[config.mk]
export PLATFORM = sky130hd
export DESIGN_NAME = serial_adder_n
export DESIGN_NICKNAME = d
export VERILOG_FILES = /design/src/rtl/serial_adder_n.sv
export SDC_FILE = /design/constraint.sdc
export NUM_CORES = 1
export LEC_CHECK = 0
export CORE_MARGIN = 2
export CORE_UTILIZATION = 55
export CTS_BUF_LIST = sky130_fd_sc_hd__clkbuf_8 sky130_fd_sc_hd__clkbuf_16
export DETAILED_ROUTE_END_ITERATION = 8
export PLACE_DENSITY = 0.83
export REMOVE_ABC_BUFFERS = 1
export SLEW_MARGIN = 0
export SYNTH_ARGS = -nofsm -noshare
export SYNTH_HDL_FRONTEND = slang
export SYNTH_SLANG_ARGS = --single-unit
[constraint.sdc]
create_clock -name clk -period 2.1 [get_ports clk]
set_input_delay 0.525 -clock clk [delete_from_list [all_inputs] [get_ports clk]]
set_output_delay 0.525 -clock clk [all_outputs]
set_load 0.02 [all_outputs]
[src/rtl/serial_adder_n.sv]
// Bit-serial adder: one full-adder step per clock through a single carry flop, LSB first.
// Define SERIAL_ADDER_SUB_EN to add the 'sub' port (a - b via inverted b and forced carry-in).
module serial_adder_n #(
   parameter int WIDTH = 8,
   parameter int CNT_W = $clog2(WIDTH) + 1
) (
   input  logic             clk,
   input  logic             rst_n,
   input  logic             start,
   input  logic [WIDTH-1:0] a,
   input  logic [WIDTH-1:0] b,
   input  logic             cin,
`ifdef SERIAL_ADDER_SUB_EN
   input  logic             sub,
`endif
   output logic             busy,
   output logic             done,
   output logic [WIDTH-1:0] sum,
   output logic             cout,
   output logic             ovf
);

   typedef enum logic [1:0] {
      IDLE = 2'd0,
      RUN  = 2'd1,
      DONE = 2'd2
   } state_t;

   state_t           state_reg, state_next;
   logic [WIDTH-1:0] a_sh_reg, b_sh_reg, sum_sh_reg, sum_reg;
   logic [CNT_W-1:0] cnt_reg;
   logic             carry_reg, cout_reg, ovf_reg;

   logic             accept, last_bit, bit_s, carry_next, invert_b, carry_load;
   logic [WIDTH-1:0] b_load;

`ifdef SERIAL_ADDER_SUB_EN
   assign invert_b   = sub;
   assign carry_load = sub | cin;
`else
   assign invert_b   = 1'b0;
   assign carry_load = cin;
`endif

   // Subtraction is a + ~b + 1, so b is conditionally inverted bit by bit at load time.
   for (genvar gi = 0; gi < WIDTH; gi++) begin : g_b_load
      assign b_load[gi] = b[gi] ^ invert_b;
   end

   assign accept     = start && (state_reg != RUN);
   assign last_bit   = (cnt_reg == CNT_W'(WIDTH - 1));
   assign bit_s      = a_sh_reg[0] ^ b_sh_reg[0] ^ carry_reg;
   assign carry_next = (a_sh_reg[0] & b_sh_reg[0]) |
                       (a_sh_reg[0] & carry_reg)   |
                       (b_sh_reg[0] & carry_reg);

   always_ff @(posedge clk or negedge rst_n) begin
      if (!rst_n) begin
         state_reg <= IDLE;
      end else begin
         state_reg <= state_next;
      end
   end

   always_comb begin
      state_next = state_reg;
      busy       = 1'b0;
      done       = 1'b0;
      case (state_reg)
         IDLE: begin
            if (start) state_next = RUN;
         end
         RUN: begin
            busy = 1'b1;
            if (last_bit) state_next = DONE;
         end
         DONE: begin
            done       = 1'b1;
            state_next = start ? RUN : IDLE;
         end
         default: state_next = IDLE;
      endcase
   end

   always_ff @(posedge clk or negedge rst_n) begin
      if (!rst_n) begin
         a_sh_reg   <= '0;
         b_sh_reg   <= '0;
         sum_sh_reg <= '0;
         sum_reg    <= '0;
         cnt_reg    <= '0;
         carry_reg  <= 1'b0;
         cout_reg   <= 1'b0;
         ovf_reg    <= 1'b0;
      end else if (accept) begin
         a_sh_reg   <= a;
         b_sh_reg   <= b_load;
         sum_sh_reg <= '0;
         carry_reg  <= carry_load;
         cnt_reg    <= '0;
      end else if (state_reg == RUN) begin
         a_sh_reg   <= {1'b0, a_sh_reg[WIDTH-1:1]};
         b_sh_reg   <= {1'b0, b_sh_reg[WIDTH-1:1]};
         sum_sh_reg <= {bit_s, sum_sh_reg[WIDTH-1:1]};
         carry_reg  <= carry_next;
         cnt_reg    <= cnt_reg + CNT_W'(1);
         // On the MSB step carry_reg is the carry into the MSB, carry_next the carry out.
         if (last_bit) begin
            sum_reg  <= {bit_s, sum_sh_reg[WIDTH-1:1]};
            cout_reg <= carry_next;
            ovf_reg  <= carry_reg ^ carry_next;
         end
      end
   end

   assign sum  = sum_reg;
   assign cout = cout_reg;
   assign ovf  = ovf_reg;

endmodule

# Yosys cells after proc, flatten, opt, wreduce, memory -nomap -nowiden
# Index checks and enable logic that the tools add are counted.
# totals
register_bits,41
elab_cells,46
# op_classes
addsub,1
eq_ne,6
mux,16
bitwise_logic,9
reduce_logical,5
# op_table
operator,n
8-bit two-way mux,6
4-bit two-way mux,2
2-bit case mux with 3 select lines,1
1-bit two-way mux,5
4-bit by 1-bit adder with 4-bit output (second input constant),1
4-bit by 3-bit equality test with 1-bit output (second input constant),1
2-bit two-way mux,2
2-bit != test (second input constant),2
1-bit bitwise AND,3
3-bit AND reduction,1
1-bit XOR,3
2-bit by 1-bit equality test with 1-bit output (second input constant),1
2-bit equality test (second input constant),1
2-bit logical NOT,1
2-bit by 1-bit != test with 1-bit output (second input constant),1
1-bit OR,2
2-bit AND reduction,1
2-bit nonzero test,1
1-bit logical AND,1
1-bit inverter,1

# Longest topological paths before layout
# Gate-level depths: netlist (run 1).
# logic_depth
word_depth,5
depth_mapped,5
mapped_depth_nobuf,4

# Worst setup path before layout (run 1)
# OpenSTA, ideal clock, no wires.
# synth_path
path_kind,flip-flop to flip-flop
from,register a_sh_reg[0]
to,"register ovf_reg, in the netlist ovf"
setup_time_ns,0.125
arrival_time_ns,1.248
required_time_ns,1.975
path_slack_ns,0.727
path_stages_with_launch,4
n_path_buf,0
path_cell_list,dfrtp_1 -> fa_1 -> xor2_1 -> mux2_2
# synth_between
elab_chain_len,4
# synth_lines
element,line,text
"start, declared",30,"logic [WIDTH-1:0] a_sh_reg, b_sh_reg, sum_sh_reg, sum_reg;"
"start signal, assigned",102,"a_sh_reg <= {1'b0, a_sh_reg[WIDTH-1:1]};"
1-bit bitwise AND (on tied branches),"53, 54",
1-bit OR (*),53,assign carry_next = (a_sh_reg[0] & b_sh_reg[0]) |
1-bit OR (*),54,(a_sh_reg[0] & carry_reg) |
net carry_next,34,"logic accept, last_bit, bit_s, carry_next, invert_b, carry_load;"
1-bit XOR (*),111,ovf_reg <= carry_reg ^ carry_next;
"end signal, assigned",111,
"end, declared",32,"logic carry_reg, cout_reg, ovf_reg;"
# Mark *: on every way through the listed nets, which the timed path passes. The rest lies on a longest branch.
# A chain may end at the register's enable or synchronous reset.

# Worst setup path in the final report (run 1)
# layout_path
from,register state_reg[0]
to,output done
# layout_between
elab_chain_len,2
# layout_lines
element,line,text
"start, declared",29,"state_t state_reg, state_next;"
"start signal, assigned",61,state_reg <= state_next;
2-bit equality test,69,case (state_reg)
1-bit two-way mux,69,
"end, declared",17,"output logic done,"
# Every way passes these cells.

==> impl_metrics.ini, run 1 <==
[status]
outcome = finished clean

[floorplanning]
coreArea_mm2 = 0.003028
start_util_pct = 57.52
die_w_um = 60.28
die_h_um = 60.28
design.die.area_mm2 = 0.003633
ios = 32
std_cell_rows = 20

[logic_synthesis]
synth_most_common_cell = dfrtp_1
ys_seq_elements = 40
synth_edf_count = 0
ys_top_cells_by_area = dfrtp_1 (57%), mux2i_1 (10%), o21ai_0 (7.5%), nand2_1 (7.1%), mux2_2 (7.1%)
netlist_top_cells_count = dfrtp_1 (40), nand2_1 (33), o21ai_0 (26)
synthMuxAreaShare_pct = 17.46
yosysUniqueCellTypes = 23
syn_avg_cell_area_um2 = 11.46
netlist_instances = 152
yosys.area_share.simple_pct = 10.99
synth_xor_area_share_pct = 0.5029
synth_top_family_by_area = multiplexers
synthesis.area_mm2 = 0.001742
yosysWarningCount = 0
synth_top_area_share_pct = 57.47
yosysSeqAreaShare_pct = 57.47
synthArstFlopShare_pct = 100.0
synth-compound-area-share_pct = 8.118
synth_ff_type = dfrtp_1
yosysTopAreaCell = dfrtp_1
synth_fa_ha_area_share_pct = 1.868

[power_and_ir_drop]
vdd_drop_max_mv = 0.6468
p_leak_nw = 0.9932
powerDensity_mw_per_mm2 = 1328

[clock_tree]
worstSkewPairLatency_ns = 0.29
clockRootBuffer = clkbuf_8
cts_buffers = 5
cts.htree.levels = 2
cts_tree = built
clock_path_buffers = 2
clock_sinks = 40
post_cts_resized = 0
path_clk_slew_ns = 0.07
cts_setup_buffers = 0
holdBufCountCts = 0

[sta]
finalHoldViolCount = 0
rsz0062_at_grt = false
min_period_ns = 2.040
report.final.slew_viol_count = 0
fin_skew_ns = 0.005699
fmax_mhz = 490.1
setup_viol = 0
worst_pin_slew_ns = 0.5109
relSlewSlack_pct = 65.83
finalCritPeriodShare_pct = 97.15
tns_ns = 0

[cells_and_area]
drive_gt1_share_pct = 14.05
fillers = 223
final_nets = 206
area_growth_pct = 24.71
post-route-util_pct = 71.74
diodes = 0

[critical_path]
worstSetupStartpointType = register
cp.required_ns = 1.57
cp-end-kind = primary output
arrival_ns = 1.52
reg2regPathDepth = 4
criticalPathCategory = reg -> out
critical_path.max_fanout = 3

[grt]
grt_pass1_wl_mm = 4.830
grt.total_usage_pct = 18.31
grt_pass1_vias = 1114
antenna_found_initial = 0
grt_start_max_net_pins = 53
gr-total-overflow = 0

[route]
route.vias.total = 1169
drt_iter0_drc = 14
viasPerCell = 5.105
dr.pass1.iters = 4
wl_per_cell_um = 12.07
wl_mm = 2.764
postRouteAntennaNets = 0
post-route-drc-count = 0

[flow_run]
drv_cap = 0

[placement]
finalWeightedCongestion = 0.7091
io_buffers = 31
dp_hpwl_mm = 2.014

[hold_path]
hp-class = in -> async
==> path summary, 6_finish.rpt <==
kind                                   start       endpoint  slack (ns)
max in group asynchronous              rst_n  sum_sh_reg[6]        1.48
worst max register to register    cnt_reg[0]         sum[0]        0.48
worst max-delay path            state_reg[0]           done        0.06
worst min register to register   a_sh_reg[6]    a_sh_reg[5]        0.49
min in group clk                 a_sh_reg[6]    a_sh_reg[5]        0.49
worst min-delay path                   rst_n         sum[2]        0.27
==> logic make-up after synthesis <==
logic type	after synthesis
DFF	40
AOI/OAI and AO/OA	27
adders and majority gates	2
muxes	29
and+or+nand+nor	42
buffers and inverters	11
xor gates and xnor gates	1
==> power by group <==
| group | switching [W] | total [W] | internal [W] |
|---|---|---|---|
| Combinational | 0.000553 | 0.00107 | 0.000522 |
| Clock | 0.000243 | 0.000500 | 0.000258 |
| Sequential | 0.000210 | 0.00131 | 0.00110 |
| Total | 0.00101 | 0.00288 | 0.00188 |
==> routing by layer <==
metal,GRT usage [%],share of wire (%)
met5,0,0
met4,8.571,1.5
met3,4.113,5.4
met2,30.28,48
met1,22.66,45
==> final cells by class <==
type,instances,area (um2),share of cell area (%)
inverter,2,7.507,0.3456
tap,44,55.05,2.535
clock inverter,2,7.507,0.3456
multi-input combinational,101,678.2,31.22
clock buffer,6,82.58,3.802
sequential,40,1001,46.08
timing repair buffer,34,340.3,15.67
==> through the flow <==
step / instance area, um2 / std cells / hold WS [ns] / setup slack (ns) / power (W)
2_1_floorplan: 1687 / 143 / 0.2294 / 0.5537 / 0.001964
3_3_place_gp: 2082 / 221 / 0.4594 / 0.3717 / 0.002355
3_5_place_dp: 2082 / 221 / 0.4725 / 0.3561 / 0.002419
4_1_cts: 2172 / 229 / 0.2937 / 0.03780 / 0.002926
5_1_grt: 2172 / 229 / 0.3366 / 0.009669 / 0.003122
6_report: 2172 / 229 / 0.2712 / 0.05980 / 0.002884
==> cell usage in the layout, fill, tap and decap left out <==
cell type	count
nor2_1	2
xor2_1	1
fa_1	1
mux2i_1	18
ha_1	1
o21ai_0	26
and2b_2	1
dfrtp_1	40
clkbuf_8	6
mux2_2	11
a311o_2	1
nand2b_4	1
nand3_1	2
inv_1	3
nor3_4	1
nand2_1	33
buf_12	1
buf_4	2
nor3_1	1
inv_2	1
buf_2	1
and3_1	1
clkdlybuf4s50_1	30
==> worst max-delay path, cell delays in order (launching register included) <==
cell	delay, ns
dfrtp_1	0.42
and2b_2	0.22
clkdlybuf4s50_1	0.59
No activity file was read; power rests on OpenSTA's default activity.
==> inputs of run 2 (changes only) <==
CORE_UTILIZATION = 58   (was 55)
CTS_BUF_LIST = sky130_fd_sc_hd__clkbuf_8   (was sky130_fd_sc_hd__clkbuf_8 sky130_fd_sc_hd__clkbuf_16)
PLACE_DENSITY = 0.87   (was 0.83)
==> run 2 against run 1 <==
  * The flow now finishes with violations (DRC)
  * Utilization grew 5.1 points
  * Cell area shrank 0.75%
  * Non-clock buffer count grew 1
  * Clock skew grew 0.0011 ns
  * Die area shrank 4.8%
  * Count of clock-buffer cells in the layout is the same
  * Cell count shrank 5.2%
  * Sequential share of layout area grew 0.35 points
  * Power grew 1.6%
  * Clock power grew 3%
  * Via count grew 3.3%
==> impl_metrics.ini, run 2 (synthesis results as in run 1) <==
[clock_tree]
cts_tree = built
clock_sinks = 40
clockRootBuffer = clkbuf_8
cts_buffers = 5
cts.htree.levels = 2
cts_setup_buffers = 0
worstSkewPairLatency_ns = 0.29
path_clk_slew_ns = 0.07
clock_path_buffers = 2

[critical_path]
reg2reg_from = cnt_reg[0]
r2r_end = sum[6]
cp-end-kind = primary output
worstSetupStartpointType = register
criticalPathCategory = reg -> out
cp.required_ns = 1.57
r2r_slack_ns = 0.41
arrival_ns = 1.53
critical_path.max_fanout = 3
reg2regPathDepth = 4

[route]
viasPerCell = 5.567
wl_mm = 3.059
dr.pass1.iters = 6
postRouteAntennaNets = 0
drt_iter0_drc = 34
route.vias.total = 1208
post-route-drc-count = 2
wl_per_cell_um = 14.10

[sta]
relSlewSlack_pct = 64.54
fmax_mhz = 487.8
finalCritPeriodShare_pct = 97.62
tns_ns = 0
report.final.slew_viol_count = 0
finalHoldViolCount = 0
worst_pin_slew_ns = 0.5303
whs_ns = 0.2837
rsz0062_at_grt = false
min_period_ns = 2.050
setup_viol = 0
fin_skew_ns = 0.006794

[grt]
gr-total-overflow = 0
antenna_found_initial = 0
grt.total_usage_pct = 20.45
grt_start_max_net_pins = 53
grt_pass1_vias = 1200
grt_pass1_wl_mm = 5.257

[floorplanning]
die_h_um = 58.80
start_util_pct = 62.09
coreArea_mm2 = 0.002805
ios = 32
design.die.area_mm2 = 0.003457
std_cell_rows = 19
die_w_um = 58.80

[status]
outcome = finished, violations left
violations = DRC

[hold_path]
hp-class = in -> async

[placement]
dp_hpwl_mm = 2.118
io_buffers = 31
finalWeightedCongestion = 0.7564
placed_cell_area_mm2 = 0.002061

[cells_and_area]
final_cell_mix = dfrtp_1 (40), nand2_1 (33), clkdlybuf4s50_1 (29), o21ai_0 (26), mux2i_1 (18)
area_growth_pct = 23.78
multiInputGateArea_um2 = 678.2
final_nets = 207
fillers = 194
mostFrequentLayoutCell = dfrtp_1
drive_gt1_share_pct = 15.59
diodes = 0
layout.area.seq_mm2 = 0.001001
fin_area_mm2 = 0.002156

[flow_run]
drv_cap = 0

[power_and_ir_drop]
power_w = 0.002930
p_leak_nw = 0.9961
vdd_drop_max_mv = 0.7906
powerDensity_mw_per_mm2 = 1359
==> run 2: worst max-delay path by stage <==
stage                             from          end  slack (ns)  depth (start not counted)
final                     state_reg[0]         done        0.05                          2
after global routing      state_reg[0]         done       0.009                          2
after CTS                 state_reg[1]         busy        0.04                          3
after detailed placement         start  a_sh_reg[2]        0.30                          4
after global placement           start   cnt_reg[3]        0.35                          3
after floorplan           state_reg[1]   cnt_reg[2]        0.55                          4
==> run 2: where the power goes <==
| part | internal [W] | switching [W] | total [W] |
|---|---|---|---|
| Combinational | 0.000520 | 0.000581 | 0.00110 |
| Sequential | 0.00110 | 0.000215 | 0.00131 |
| Clock | 0.000262 | 0.000253 | 0.000515 |
| Total | 0.00188 | 0.00105 | 0.00293 |
==> run 2: what timing repair did <==
action                                  in CTS  in global routing
endpoints found under the setup margin       0                  1
hold buffers                                 0                  0
gates resized for setup                      0                  1
==> run 2: metrics by stage <==
step,util (%),std cells,setup WS (ns)
floorplan,-,143,0.5537
global placement,73.46,209,0.3536
detailed placement,73.46,209,0.3022
CTS,76.76,217,0.03586
global route,76.85,217,0.009141
finish,76.85,217,0.05000
==> run 2: area by class of cell <==
class                      count  area share [%]
sequential                    40           46.43
multi-input combinational    101           31.46
timing repair buffer          35           15.67
clock buffer                   6           3.831
tap                           31           1.799
clock inverter                 2          0.4643
inverter                       2          0.3482
==> run 2: layer usage <==
layer | GRT usage [%] | up-vias | routed length (um)
met2 | 35.08 | 32 | 1534
met5 | 0 | - | 0
met3 | 6.374 | 6 | 164
li1 | - | 585 | -
met4 | 6.818 | 0 | 42
met1 | 24.41 | 585 | 1318
==> run 2: critical path, stage by stage, from the launching register on <==
cell and delay (ns):
dfrtp_1 0.42, and2b_2 0.22, clkdlybuf4s50_1 0.59
==> inputs of run 3 (changes only) <==
ABC_AREA = 1   (was default)
CORE_MARGIN = 5   (was 2)
CORE_UTILIZATION = 57   (was 58)
CTS_BUF_LIST = sky130_fd_sc_hd__clkbuf_2   (was sky130_fd_sc_hd__clkbuf_8)
PLACE_DENSITY = 0.86   (was 0.87)
==> run 3 against run 2 <==
  * The run now ends clean
  * Critical path depth fell by 1
  * Count of clock-buffer cells in the layout fell by 1
  * Clock power fell by 39%
  * Routed wire length rose by 6.1%
==> impl_metrics.ini, run 3 <==
[floorplanning]
die_w_um = 64.94
coreArea_mm2 = 0.002978
die_h_um = 64.94
std_cell_rows = 20
design.die.area_mm2 = 0.004217
ios = 32
start_util_pct = 57.77

[route]
wl_per_cell_um = 12.94
wl_mm = 3.247
dr.pass1.iters = 5
viasPerCell = 5.339
route.vias.total = 1340
postRouteAntennaNets = 0
post-route-drc-count = 0
drt_iter0_drc = 81

[logic_synthesis]
syn_avg_cell_area_um2 = 9.401
yosysSeqAreaShare_pct = 58.18
synth_edf_count = 0
ys_seq_elements = 40
netlist_instances = 183
synth_xor_area_share_pct = 0.5091
synth_most_common_cell = nand2_1
ys_top_cells_by_area = dfrtp_1 (58%), nand2_1 (13%), nand3_1 (9.0%), o21ai_2 (4.1%), o22ai_1 (2.9%)
synth-compound-area-share_pct = 7.855
yosys.area_share.simple_pct = 24.87
synth_ff_type = dfrtp_1
synth_fa_ha_area_share_pct = 1.891
synth_top_family_by_area = simple AND/OR/NAND/NOR gates
synthesis.area_mm2 = 0.001720
yosysTopAreaCell = dfrtp_1
yosysUniqueCellTypes = 20
synth_top_area_share_pct = 58.18
yosysWarningCount = 0
netlist_top_cells_count = nand2_1 (59), dfrtp_1 (40), nand3_1 (31)
synthArstFlopShare_pct = 100.0
synthMuxAreaShare_pct = 0

[clock_tree]
cts_buffers = 5
clock_sinks = 40
cts_setup_buffers = 0
path_clk_slew_ns = 0.19
clockRootBuffer = clkbuf_2
cts.htree.levels = 2
cts_tree = built
clock_path_buffers = 2
worstSkewPairLatency_ns = 0.39

[sta]
whs_ns = 0.1567
fmax_mhz = 523.0
rsz0062_at_grt = false
tns_ns = 0
finalHoldViolCount = 0
relSlewSlack_pct = 67.42
min_period_ns = 1.912
fin_skew_ns = 0.01236
report.final.slew_viol_count = 0
worst_pin_slew_ns = 0.4887
finalCritPeriodShare_pct = 91.04
setup_viol = 0

[status]
outcome = finished clean

[grt]
grt_pass1_wl_mm = 5.671
antenna_found_initial = 0
grt.total_usage_pct = 17.37
grt_start_max_net_pins = 41
gr-total-overflow = 0
grt_pass1_vias = 1337

[critical_path]
cp-end-kind = primary output
critical_path.max_fanout = 2
r2r_end = cout
crit_buf_inv = 1
reg2regPathDepth = 7
crit_start = sum[6]
worstSetupStartpointType = register
arrival_ns = 1.39
cp_slowest_stage_delay_ns = 0.61
worstPathCellList = clkdlybuf4s50_1
criticalPathCategory = reg -> out
cp.required_ns = 1.57
reg2reg_from = cnt_reg[0]
path_delay_family = buffers and inverters
r2r_slack_ns = 0.57
crit_slowest_cell = clkdlybuf4s50_1

[placement]
finalWeightedCongestion = 0.8750
dp_hpwl_mm = 2.403
io_buffers = 31
place_inst = 243

[cells_and_area]
mostFrequentLayoutCell = nand2_1
diodes = 0
drive_gt1_share_pct = 11.93
final_cell_mix = nand2_1 (59), dfrtp_1 (40), nand3_1 (31), clkdlybuf4s50_1 (28), inv_1 (12)
final_cells = 251
area_growth_pct = 20.15
post-route-util_pct = 69.41
final_nets = 239

[hold_path]
hp-class = in -> async

[power_and_ir_drop]
power_w = 0.002795
vdd_drop_max_mv = 0.6308
powerDensity_mw_per_mm2 = 1352
p_leak_nw = 1.017

[flow_run]
drv_cap = 0
run 3: changes by cell type in the layout (fill, tap and decap cells not counted), sizes merged, moves of 2 or more:
cell	change
nand2	+29
mux2i	-18
nor2	+4
o21ai	-16
inv	+12
clkinv	+2
nor3	-2
mux2	-11
o22ai	+8
dlygate4sd2	+2
nand3	+29
run 3: worst max path at each step:
stage / slack [ns] / to / cells after the start
after floorplan: 0.43 / sum[0] / 5
after global placement: 0.27 / a_sh_reg[6] / 6
after detailed placement: 0.23 / b_sh_reg[3] / 6
after CTS: 0.16 / sum[6] / 1
after global routing: 0.09 / busy / 3
final: 0.19 / sum[6] / 1
run 3: report_power, final:
group,total [W],switching (W),internal (W)
sequential,0.00127,0.000185,0.00109
combinational,0.00121,0.000708,0.000505
clock,0.000312,0.000238,0.0000747
run 3: cells by family (layout without fill, tap and decap cells):
logic type,Yosys count,after routing
XOR/XNOR,1,1
AND/OR/NAND/NOR,99,99
AO/OA/AOI/OAI,19,19
flip-flops,40,40
buffers and inverters,22,57
adder cells (fa/ha/maj),2,2
run 3: stage by stage:
step	area, um2	worst slack [ns]
2_1_floorplan	1662	0.4292
3_3_place_gp	2031	0.2722
3_5_place_dp	2031	0.2256
4_1_cts	2067	0.1642
5_1_grt	2067	0.08649
6_report	2067	0.1881
run 3: what timing repair did:
item,CTS,global route
hold buffers,0,0
endpoints found under the hold margin,0,0
gates resized for setup,2,0
endpoints found under the setup margin,2,0
run 3: area by class of cell:
class | count | area [um2]
Tap cell | 33 | 41.29
Clock inverter | 3 | 13.76
Sequential cell | 40 | 1001
Inverter | 15 | 56.30
Clock buffer | 5 | 25.02
Fill cell | 220 | 910.9
Multi-Input combinational cell | 121 | 604.3
Timing Repair Buffer | 34 | 325.3
run 3: layer usage:
| metal | vias up | track usage (%) | wire length (um) |
|---|---|---|---|
| li1 | 656 | - | - |
| met2 | 50 | 28.35 | 1554 |
| met4 | 0 | 7.124 | 57 |
| met5 | - | 0 | 0 |
| met3 | 8 | 5.893 | 227 |
| met1 | 626 | 20.96 | 1408 |
